==> src/rtl/mode_sequencer.sv <==
// ---------------------------------------------------------------------------
// mode_sequencer
//
// Front-panel mode sequencer. It steps the operating mode forward or backward
// from debounced one-cycle key pulses, jumps to the home mode on key_home, and
// returns to the home mode after IDLE_TIMEOUT ticks with no accepted key.
// While lock is high, every key is dropped and the idle counter is frozen.
//
// Parameters:
//   NUM_MODES    number of modes (2..16); the legal modes are 0..NUM_MODES-1
//   MODE_W       width of the mode bus; 2**MODE_W >= NUM_MODES
//   HOME_MODE    mode entered on reset, on key_home and on timeout
//   IDLE_TIMEOUT ticks without an accepted key before returning home; 0 = off
//
// Ports:
//   clk          system clock
//   rst_n        asynchronous active-low reset
//   key_next     one-cycle pulse: step forward
//   key_prev     one-cycle pulse: step backward
//   key_home     one-cycle pulse: jump to HOME_MODE
//   lock         drop all keys and freeze the idle counter
//   tick         timeout time base, one-cycle pulse
//   skip_mask    (MODE_SKIP_EN only) bit i = 1 marks mode i as unavailable
//   mode         current mode, registered
//   mode_changed one-cycle pulse in the first cycle a new mode value appears
//   wrapped      one-cycle pulse alongside mode_changed when a step crossed
//                the 0 / NUM_MODES-1 boundary
//
// Optional feature macro: MODE_SKIP_EN (adds skip_mask and masked stepping).
// ---------------------------------------------------------------------------
module mode_sequencer #(
   parameter int unsigned NUM_MODES    = 4,
   parameter int unsigned MODE_W       = 2,
   parameter int unsigned HOME_MODE    = 0,
   parameter int unsigned IDLE_TIMEOUT = 0
) (
   input  logic              clk,
   input  logic              rst_n,
   input  logic              key_next,
   input  logic              key_prev,
   input  logic              key_home,
   input  logic              lock,
   input  logic              tick,
`ifdef MODE_SKIP_EN
   input  logic [NUM_MODES-1:0] skip_mask,
`endif
   output logic [MODE_W-1:0] mode,
   output logic              mode_changed,
   output logic              wrapped
);

   localparam logic [MODE_W-1:0] LastMode  = MODE_W'(NUM_MODES - 1);
   localparam logic [MODE_W-1:0] HomeMode  = MODE_W'(HOME_MODE);
   localparam bit                TimeoutEn = (IDLE_TIMEOUT != 0);
   // Only meaningful when TimeoutEn; every use is gated by it.
   localparam logic [15:0]       CntLast   = 16'(IDLE_TIMEOUT - 1);

   logic [MODE_W-1:0] mode_q, mode_d;
   logic              changed_q, changed_d;
   logic              wrapped_q, wrapped_d;
   logic [15:0]       cnt_q, cnt_d;

   logic              accept;
   logic              step_fwd, step_bwd;
   logic              at_home;
   logic              expire;

   logic [MODE_W-1:0] fwd_mode, bwd_mode;
   logic              fwd_wrap, bwd_wrap;
   logic              fwd_ok, bwd_ok;

   // A simultaneous next+prev is still an accepted key: it clears the idle
   // counter but produces no step.
   assign accept   = ~lock & (key_next | key_prev | key_home);
   assign step_fwd = accept & ~key_home & key_next & ~key_prev;
   assign step_bwd = accept & ~key_home & key_prev & ~key_next;
   assign at_home  = (mode_q == HomeMode);

   // Expiry loses to any accepted key in the same cycle.
   assign expire = TimeoutEn & ~lock & tick & ~at_home & ~accept & (cnt_q == CntLast);

`ifdef MODE_SKIP_EN
   // Nearest unmasked mode in each direction. The search starts one step
   // away, so the current mode is never a candidate; if every other mode is
   // masked the step is suppressed (fwd_ok/bwd_ok stay low).
   logic [15:0] mask_ext;
   assign mask_ext = 16'(skip_mask);

   always_comb begin : skip_search
      int fi;
      int bi;
      fwd_ok   = 1'b0;
      fwd_mode = mode_q;
      fwd_wrap = 1'b0;
      bwd_ok   = 1'b0;
      bwd_mode = mode_q;
      bwd_wrap = 1'b0;
      for (int k = 1; k < int'(NUM_MODES); k++) begin
         fi = int'(mode_q) + k;
         if (fi >= int'(NUM_MODES)) begin
            fi = fi - int'(NUM_MODES);
         end
         if (!fwd_ok && !mask_ext[fi[3:0]]) begin
            fwd_ok   = 1'b1;
            fwd_mode = MODE_W'(fi);
            fwd_wrap = (int'(mode_q) + k >= int'(NUM_MODES));
         end
         bi = int'(mode_q) - k;
         if (bi < 0) begin
            bi = bi + int'(NUM_MODES);
         end
         if (!bwd_ok && !mask_ext[bi[3:0]]) begin
            bwd_ok   = 1'b1;
            bwd_mode = MODE_W'(bi);
            bwd_wrap = (int'(mode_q) - k < 0);
         end
      end
   end
`else
   // Plain modular stepping; every step is possible.
   always_comb begin : plain_step
      fwd_ok = 1'b1;
      bwd_ok = 1'b1;
      if (mode_q == LastMode) begin
         fwd_mode = '0;
         fwd_wrap = 1'b1;
      end else begin
         fwd_mode = mode_q + MODE_W'(1);
         fwd_wrap = 1'b0;
      end
      if (mode_q == '0) begin
         bwd_mode = LastMode;
         bwd_wrap = 1'b1;
      end else begin
         bwd_mode = mode_q - MODE_W'(1);
         bwd_wrap = 1'b0;
      end
   end
`endif

   // Next mode: key_home > single step > timeout.
   always_comb begin : next_mode
      mode_d    = mode_q;
      wrapped_d = 1'b0;
      if (accept && key_home) begin
         mode_d = HomeMode;
      end else if (step_fwd && fwd_ok) begin
         mode_d    = fwd_mode;
         wrapped_d = fwd_wrap;
      end else if (step_bwd && bwd_ok) begin
         mode_d    = bwd_mode;
         wrapped_d = bwd_wrap;
      end else if (expire) begin
         mode_d = HomeMode;
      end
      changed_d = (mode_d != mode_q);
   end

   // Idle counter: cleared by keys, parked at 0 in the home mode, frozen by
   // lock, otherwise counts ticks and restarts at expiry.
   always_comb begin : next_cnt
      cnt_d = cnt_q;
      if (!TimeoutEn || accept || at_home) begin
         cnt_d = '0;
      end else if (lock) begin
         cnt_d = cnt_q;
      end else if (tick) begin
         cnt_d = expire ? '0 : cnt_q + 16'd1;
      end
   end

   always_ff @(posedge clk or negedge rst_n) begin
      if (!rst_n) begin
         mode_q    <= HomeMode;
         changed_q <= 1'b0;
         wrapped_q <= 1'b0;
         cnt_q     <= '0;
      end else begin
         mode_q    <= mode_d;
         changed_q <= changed_d;
         wrapped_q <= wrapped_d;
         cnt_q     <= cnt_d;
      end
   end

   assign mode         = mode_q;
   assign mode_changed = changed_q;
   assign wrapped      = wrapped_q;

endmodule

==> config.mk <==
export PLATFORM = sky130hd
export DESIGN_NAME = mode_sequencer
export DESIGN_NICKNAME = d
export VERILOG_FILES = /design/src/rtl/mode_sequencer.sv
export SDC_FILE = /design/constraint.sdc
export NUM_CORES = 1
export LEC_CHECK = 0
export CAP_MARGIN = 15
export CORE_AREA = 5 5 42 44
export DETAILED_ROUTE_END_ITERATION = 6
export DIE_AREA = 0 0 47 49
export GPL_ROUTABILITY_DRIVEN = 0
export HOLD_SLACK_MARGIN = 0.03
export PLACE_DENSITY = 0.58
export SETUP_SLACK_MARGIN = 0.3
export SLEW_MARGIN = 20
export SYNTH_ARGS = -nofsm -noshare
export SYNTH_HDL_FRONTEND = slang
export SYNTH_SLANG_ARGS = --single-unit
==> constraint.sdc <==
create_clock -name clk -period 2 [get_ports clk]
set_input_delay 0.4 -clock clk [delete_from_list [all_inputs] [get_ports clk]]
set_output_delay 0.4 -clock clk [all_outputs]
set_load 0.02 [all_outputs]
==> results of run 1 <==
## layout make-up
cell class,count,area (um2),share of cell area
Multi-Input combinational cell,26,190,0.437
Sequential cell,4,100,0.230
Timing Repair Buffer,9,87.6,0.201
Clock buffer,3,22.5,0.0517
Tap cell,16,20.0,0.0460
Inverter,4,15.0,0.0345
## per-stage QoR
stage | power [uW] | std cells
floorplan | 200 | 34
global placement | 258 | 59
detailed placement | 259 | 59
CTS | 351 | 62
global route | 369 | 62
finish | 344 | 62
## what timing repair did
item / CTS / global route
resized for setup: 2 / 0
hold endpoints to repair: 0 / 0
endpoints found under the setup margin: 2 / 0
hold buffers: 0 / 0
## power by group
part | switching [uW] | total, uW | internal, uW
Sequential | 17.9 | 113 | 95.2
Combinational | 68.6 | 136 | 67.8
Clock | 28.2 | 94.9 | 66.8
Total | 115 | 344 | 230
## cell usage after synthesis (all sizes together)
library cell	n	share of area
dfrtp	4	0.33
inv	4	0.049
nand2	3	0.037
a21oi	2	0.033
and2b	2	0.057
ha	2	0.082
mux2i	2	0.066
nand2b	2	0.066
o21ai	2	0.033
a211oi	1	0.025
a22o	1	0.029
a22oi	1	0.025
a31o	1	0.029
a31oi	1	0.021
nand3	1	0.016
nand4	1	0.021
nor2	1	0.012
nor3	1	0.016
o31a	1	0.029
o32ai	1	0.029
## worst reg2reg max path: stages (launching register included)
cell and delay (ns):
dfrtp_1 0.47, inv_1 0.07, ha_1 0.33, mux2i_1 0.26, a21oi_1 0.10, o32ai_1 0.13
## registers in the layout, summed over array words and instances, names as in the netlist
signal	flops
mode_changed	1
wrapped	1
mode	2
## routing by layer
layer | part of all wire | wire length, um | vias to the layer above
met5 | 0 | 0 | -
li1 | - | - | 154
met1 | 0.45 | 292 | 131
met2 | 0.40 | 263 | 12
met3 | 0.12 | 81 | 2
met4 | 0.021 | 14 | 0
## placed cells by master (no fill, tap or decap)
cell type / instances
o21ai_1: 2
a22o_1: 1
a31oi_1: 1
a31o_1: 1
o32ai_1: 1
a211oi_1: 1
clkbuf_4: 3
a21oi_1: 2
nand3_1: 1
dlygate4sd2_1: 2
a22oi_1: 1
dfrtp_1: 4
and2b_1: 1
nor2_1: 1
nand2b_1: 1
nand2_1: 3
inv_1: 4
mux2i_1: 2
nand4_1: 1
o31a_1: 1
nand2b_4: 1
nor3_1: 1
and2b_4: 1
ha_1: 2
clkdlybuf4s50_1: 7
## cell families (layout without fill, tap and decap cells)
kind of cell,count (synthesis),in the layout,synth area share
adders and majority gates,2,2,0.0820
AOI/OAI and AO/OA,11,11,0.250
buffers and inverters,4,16,0.0492
and+or+nand+nor,11,11,0.225
DFF,4,4,0.328
muxes,2,2,0.0656
## how the worst max path moves through the flow
| stage | end | slack (ns) |
|---|---|---|
| 6_report | wrapped | 0.47 |
| 5_1_grt | mode_changed$_DFF_PN0_ | 0.40 |
| 4_1_cts | wrapped | 0.45 |
| 3_5_place_dp | mode_changed$_DFF_PN0_ | 0.30 |
| 3_3_place_gp | mode_changed$_DFF_PN0_ | 0.30 |
| 2_1_floorplan | mode_changed$_DFF_PN0_ | 0.56 |
==> key figures, run 1 <==
Synthesis
  • Mapped Avg Cell Area: 8.98 um2
  • Sequential area share after synthesis: 0.328
  • Synth Register Bits: 4
  • Mapped Area: 305 um2
  • Ys Warns: 0
  • Distinct cells, synth: 22
  • Post-synthesis instance total: 34
  • Syn_nets: 43

Run status
  • Status: completed

Placed design
  • Detail Placement HPWL: 548 um
  • Setup WS pre-CTS: 0.299 ns
  • Post-place instance area: 415 um2
  • Port bufs: 9

Worst setup path
  • Largest delay contributor family on the critical path: buffers and inverters
  • Nature of the critical path endpoint: output port
  • R2R depth: 5
  • CP arrival: 1.13 ns
  • CP Max Fanout: 1
  • Req. time, crit path: 1.60 ns
  • Startpoint types: flop
  • Kind of critical path: reg -> out
  • Crit path buf inv count: 1
  • Slowest cell on the critical path: clkdlybuf4s50_1
  • CP startpoint: wrapped$_DFF_PN0_
  • Max incr delay on CP: 0.60 ns
  • R2R setup slack: 0.54 ns
  • Critical-path cell list: clkdlybuf4s50_1
  • Critical path depth: 1
  • Reg2Reg Launch Point: mode[0]$_DFF_PN0_
  • Worst r2r dst: mode_changed$_DFF_PN0_

Global route
  • Layer with the highest usage: met2
  • Met3 Resource Use GR: 0.0148
  • GR met1 Demand/Resource: 0.0703
  • Largest net degree at the start of global routing: 9
  • Total global routing overflow: 0
  • Global-route met2 utilization: 0.0882
  • First-pass GRT wire length: ~990 um
  • Via count of the first global-routing pass: roughly 260
  • Initial antenna violation count: 0
  • All-layer global routing usage: 0.0592

Timing
  • Layout Skew: 0.000544 ns
  • Relative slew slack: 0.854
  • Fin. max-slew vios: 0
  • Final hold violations: 0
  • Setup TNS: 0 ns
  • Final Setup Violations: 0
  • Fmax: 652 MHz
  • Unrepaired setup endpoints after global routing: no
  • Worst slew pin tran: about 0.21 ns
  • WHS: 0.375 ns
  • Setup ws final: 0.466 ns
  • Final Critical Period: roughly 1.5 ns
  • Period Utilization, post-route: 0.767

Pwr
  • Leak pwr: between 0.0002 and 0.00025 uW
  • VDD IR max: 204 uV
  • PD cells: 791 nW/um2

Floorplanning
  • Io pins: 11
  • Area of the die: 2300 um2
  • Die height: around 50 um
  • Core area: around 1400 um2
  • Die W: 47 um
  • Initial Util: 0.218
  • Site Rows: 14

Clocking
  • # clock sinks: 4
  • Clock transition at path regs: 0.03 ns
  • Setup Fix Bufs, Post-CTS: 0
  • CTS tree: yes
  • Clock buffer count from CTS: 3
  • Clock Latency Late Sink: 0.23 ns
  • Root Buffer Master: clkbuf_4
  • Htree depth: 1
  • CTS Buffer Depth: 2

Hold path
  • Worst hold-check path type: in -> async

Finish
  • Finished Cell Area: 435 um2
  • Share of layout cells above drive strength 1: 0.109
  • Fill cells: 169
  • NumNets Final: between 50 and 60
  • Fin util: 0.311
  • Area delta synth->final: 42.6%
  • Ant. Diodes: 0

Drt
  • DR WL/cell: 10.5 um
  • Drt drc: 0
  • Drt pass-1 iters: 2
  • Vias per cell: about 4.8
  • DRT iter0 DRCs: 2
  • Final wirelength: 652 um
  • Post-route ant nets: 0
  • Via Count: approximately 300

Run
  • Max Cap Viol: 0
No activity file was read; power rests on OpenSTA's default activity.
==> inputs of run 2 (changes only) <==
clock period = 1.6 ns   (was 2 ns; I/O delays follow)
==> key figures, run 2 (synthesis results as in run 1) <==
Run status
  • Status: completed

Floorplanning
  • Die W: 47 um (unchanged)
  • Site Rows: 14 (unchanged)
  • Io pins: 11 (unchanged)
  • Die height: 49 um (unchanged)
  • Initial Util: 0.218 (unchanged)
  • Core area: 1400 um2 (unchanged)
  • Area of the die: 2300 um2 (unchanged)

Drt
  • Final wirelength: 747 um (+15%)
  • Via Count: 308 (+3.0%)
  • DR WL/cell: 11.3 um (+7.6%)
  • Drt pass-1 iters: 2 (unchanged)
  • Drt drc: 0 (unchanged)
  • Vias per cell: 4.67 (-3.2%)
  • DRT iter0 DRCs: 1 (-1)
  • Post-route ant nets: 0 (unchanged)

Worst setup path
  • Nature of the critical path endpoint: flop
  • Startpoint types: flop
  • Worst r2r dst: mode_changed$_DFF_PN0_
  • R2R setup slack: 0.31 ns (-0.23 ns)
  • Req. time, crit path: 1.70 ns (+0.10 ns)
  • Reg2Reg Launch Point: mode[0]$_DFF_PN0_
  • CP Max Fanout: 5 (+4)
  • CP arrival: 1.39 ns (+0.26 ns)
  • Kind of critical path: reg -> reg
  • R2R depth: 5 (unchanged)

Clocking
  • CTS tree: yes
  • Clock buffer count from CTS: 3 (unchanged)
  • Root Buffer Master: clkbuf_4
  • Clock Latency Late Sink: 0.23 ns (about the same)
  • CTS Buffer Depth: 2 (unchanged)
  • Clock transition at path regs: 0.04 ns (about the same)
  • Htree depth: 1 (unchanged)
  • # clock sinks: 4 (unchanged)

Timing
  • WHS: 0.294 ns (-0.0809 ns)
  • Relative slew slack: 0.844 (-0.0102)
  • Final Setup Violations: 0 (unchanged)
  • Final hold violations: 0 (unchanged)
  • Unrepaired setup endpoints after global routing: yes
  • Layout Skew: 0.00330 ns (+0.00275 ns)
  • Fin. max-slew vios: 0 (unchanged)
  • Final Critical Period: between 1 and 1.5 ns
  • Fmax: between 700 and 800 MHz
  • Worst slew pin tran: 0.233 ns (+0.0207 ns)
  • Period Utilization, post-route: 0.804

Global route
  • Initial antenna violation count: 0 (unchanged)
  • All-layer global routing usage: 0.0761 (+0.0169)
  • First-pass GRT wire length: 1240 um (+25%)
  • Total global routing overflow: 0 (unchanged)
  • Largest net degree at the start of global routing: 8 (-1)
  • Via count of the first global-routing pass: 313 (+19%)

Finish
  • Fill cells: 157 (-7.1%)
  • Sequential cell area: 103 um2 (+2.5%)
  • Ant. Diodes: 0 (unchanged)
  • Area delta synth->final: 58.6%
  • NumNets Final: 61 (+7.0%)
  • Area of the multi-input gates: 208 um2 (+9.2%)
  • Share of layout cells above drive strength 1: 0.320 (+0.211)
  • Most frequent cells in the layout: 4 x dlygate4sd2_1, 4 x buf_4, 3 x nand2_1, 3 x clkbuf_4, 3 x clkdlybuf4s50_1
  • Fin util: 0.346 (+0.0348)
  • Max FFs per register: 2 (unchanged)

Pwr
  • Sequential group share of total power: 0.282 (-0.046)
  • PD cells: 1010 nW/um2 (+28%)
  • Leak pwr: 0.000224 uW (+12%)
  • Psw: 163 uW (+43%)
  • Int Power: 325 uW (+41%)
  • Switching share of total power: 0.335 (+0.00187)
  • Combinational power share: 0.471 (+0.075)
  • Clock share of power: 0.247 (-0.029)
  • VDD IR max: 169 uV (-17%)

Placed design
  • Port bufs: 9 (unchanged)
  • Detail Placement HPWL: 567 um (+3.4%)

Hold path
  • Worst hold-check path type: in -> async

Run
  • Max Cap Viol: 0 (unchanged)
[run 2: cell count changes in the layout (fill, tap and decap cells not counted), sizes merged]
cell	change
buf	+4
dlygate4sd2	+2
clkdlybuf4s15	+2
clkdlybuf4s50	-4
[run 2: per-stage QoR]
step	worst slack [ns]	setup TNS, ns	area [um2]	power (uW)	std cells
finish	0.314	0	484	488	66
global route	0.253	0	484	532	66
CTS	0.272	0	483	497	66
detailed placement	-0.0296	-0.0296	430	347	59
global placement	-0.0383	-0.0383	430	346	59
floorplan	0.301	0	320	268	34
[run 2: worst max path at each step]
stage	startpoint	endpoint	slack (ns)	cells past startpoint
floorplan	mode[1]$_DFF_PN0_	mode_changed$_DFF_PN0_	0.30	5
CTS	mode[0]$_DFF_PN0_	mode[0]	0.27	1
global placement	key_next	mode_changed$_DFF_PN0_	-0.04	4
finish	mode[0]$_DFF_PN0_	mode_changed$_DFF_PN0_	0.31	5
global route	mode[0]$_DFF_PN0_	mode_changed$_DFF_PN0_	0.25	5
detailed placement	key_next	mode_changed$_DFF_PN0_	-0.03	5
[run 2: final cells by class]
| cell class | count | area share |
|---|---|---|
| clock buffer | 3 | 0.0465 |
| inverter | 4 | 0.0310 |
| multi-input combinational | 26 | 0.429 |
| sequential | 4 | 0.212 |
| tap | 16 | 0.0413 |
| timing repair buffer | 13 | 0.240 |
[run 2: what timing repair did]
action	in CTS	in global routing
hold endpoints to repair	0	0
gates resized for setup	10	1
endpoints found under the setup margin	6	3
pin swaps	1	0
hold buffers	0	0
setup buffers	4	0
[run 2: routing by layer]
metal	GRT usage	vias to the layer above	routed length (um)
met5	0	-	0
met4	0.0553	0	0
met3	0.0221	0	51
met2	0.118	8	379
met1	0.0835	141	316
li1	-	159	-
[run 2: power groups by stage]
stage / Combinational, uW / Sequential [uW] / Clock [uW]
after floorplan: 104 / 164 / 0
after global placement: 199 / 147 / 0
after detailed placement: 199 / 148 / 0
after CTS: 230 / 139 / 128
after global routing: 254 / 141 / 137
final: 230 / 138 / 120
[run 2: critical path, cell delays in order, from the launching register on]
cell     delay [ns]
dfrtp_2        0.40
inv_2          0.06
ha_4           0.27
mux2i_1        0.21
a31o_1         0.16
o32ai_1        0.06
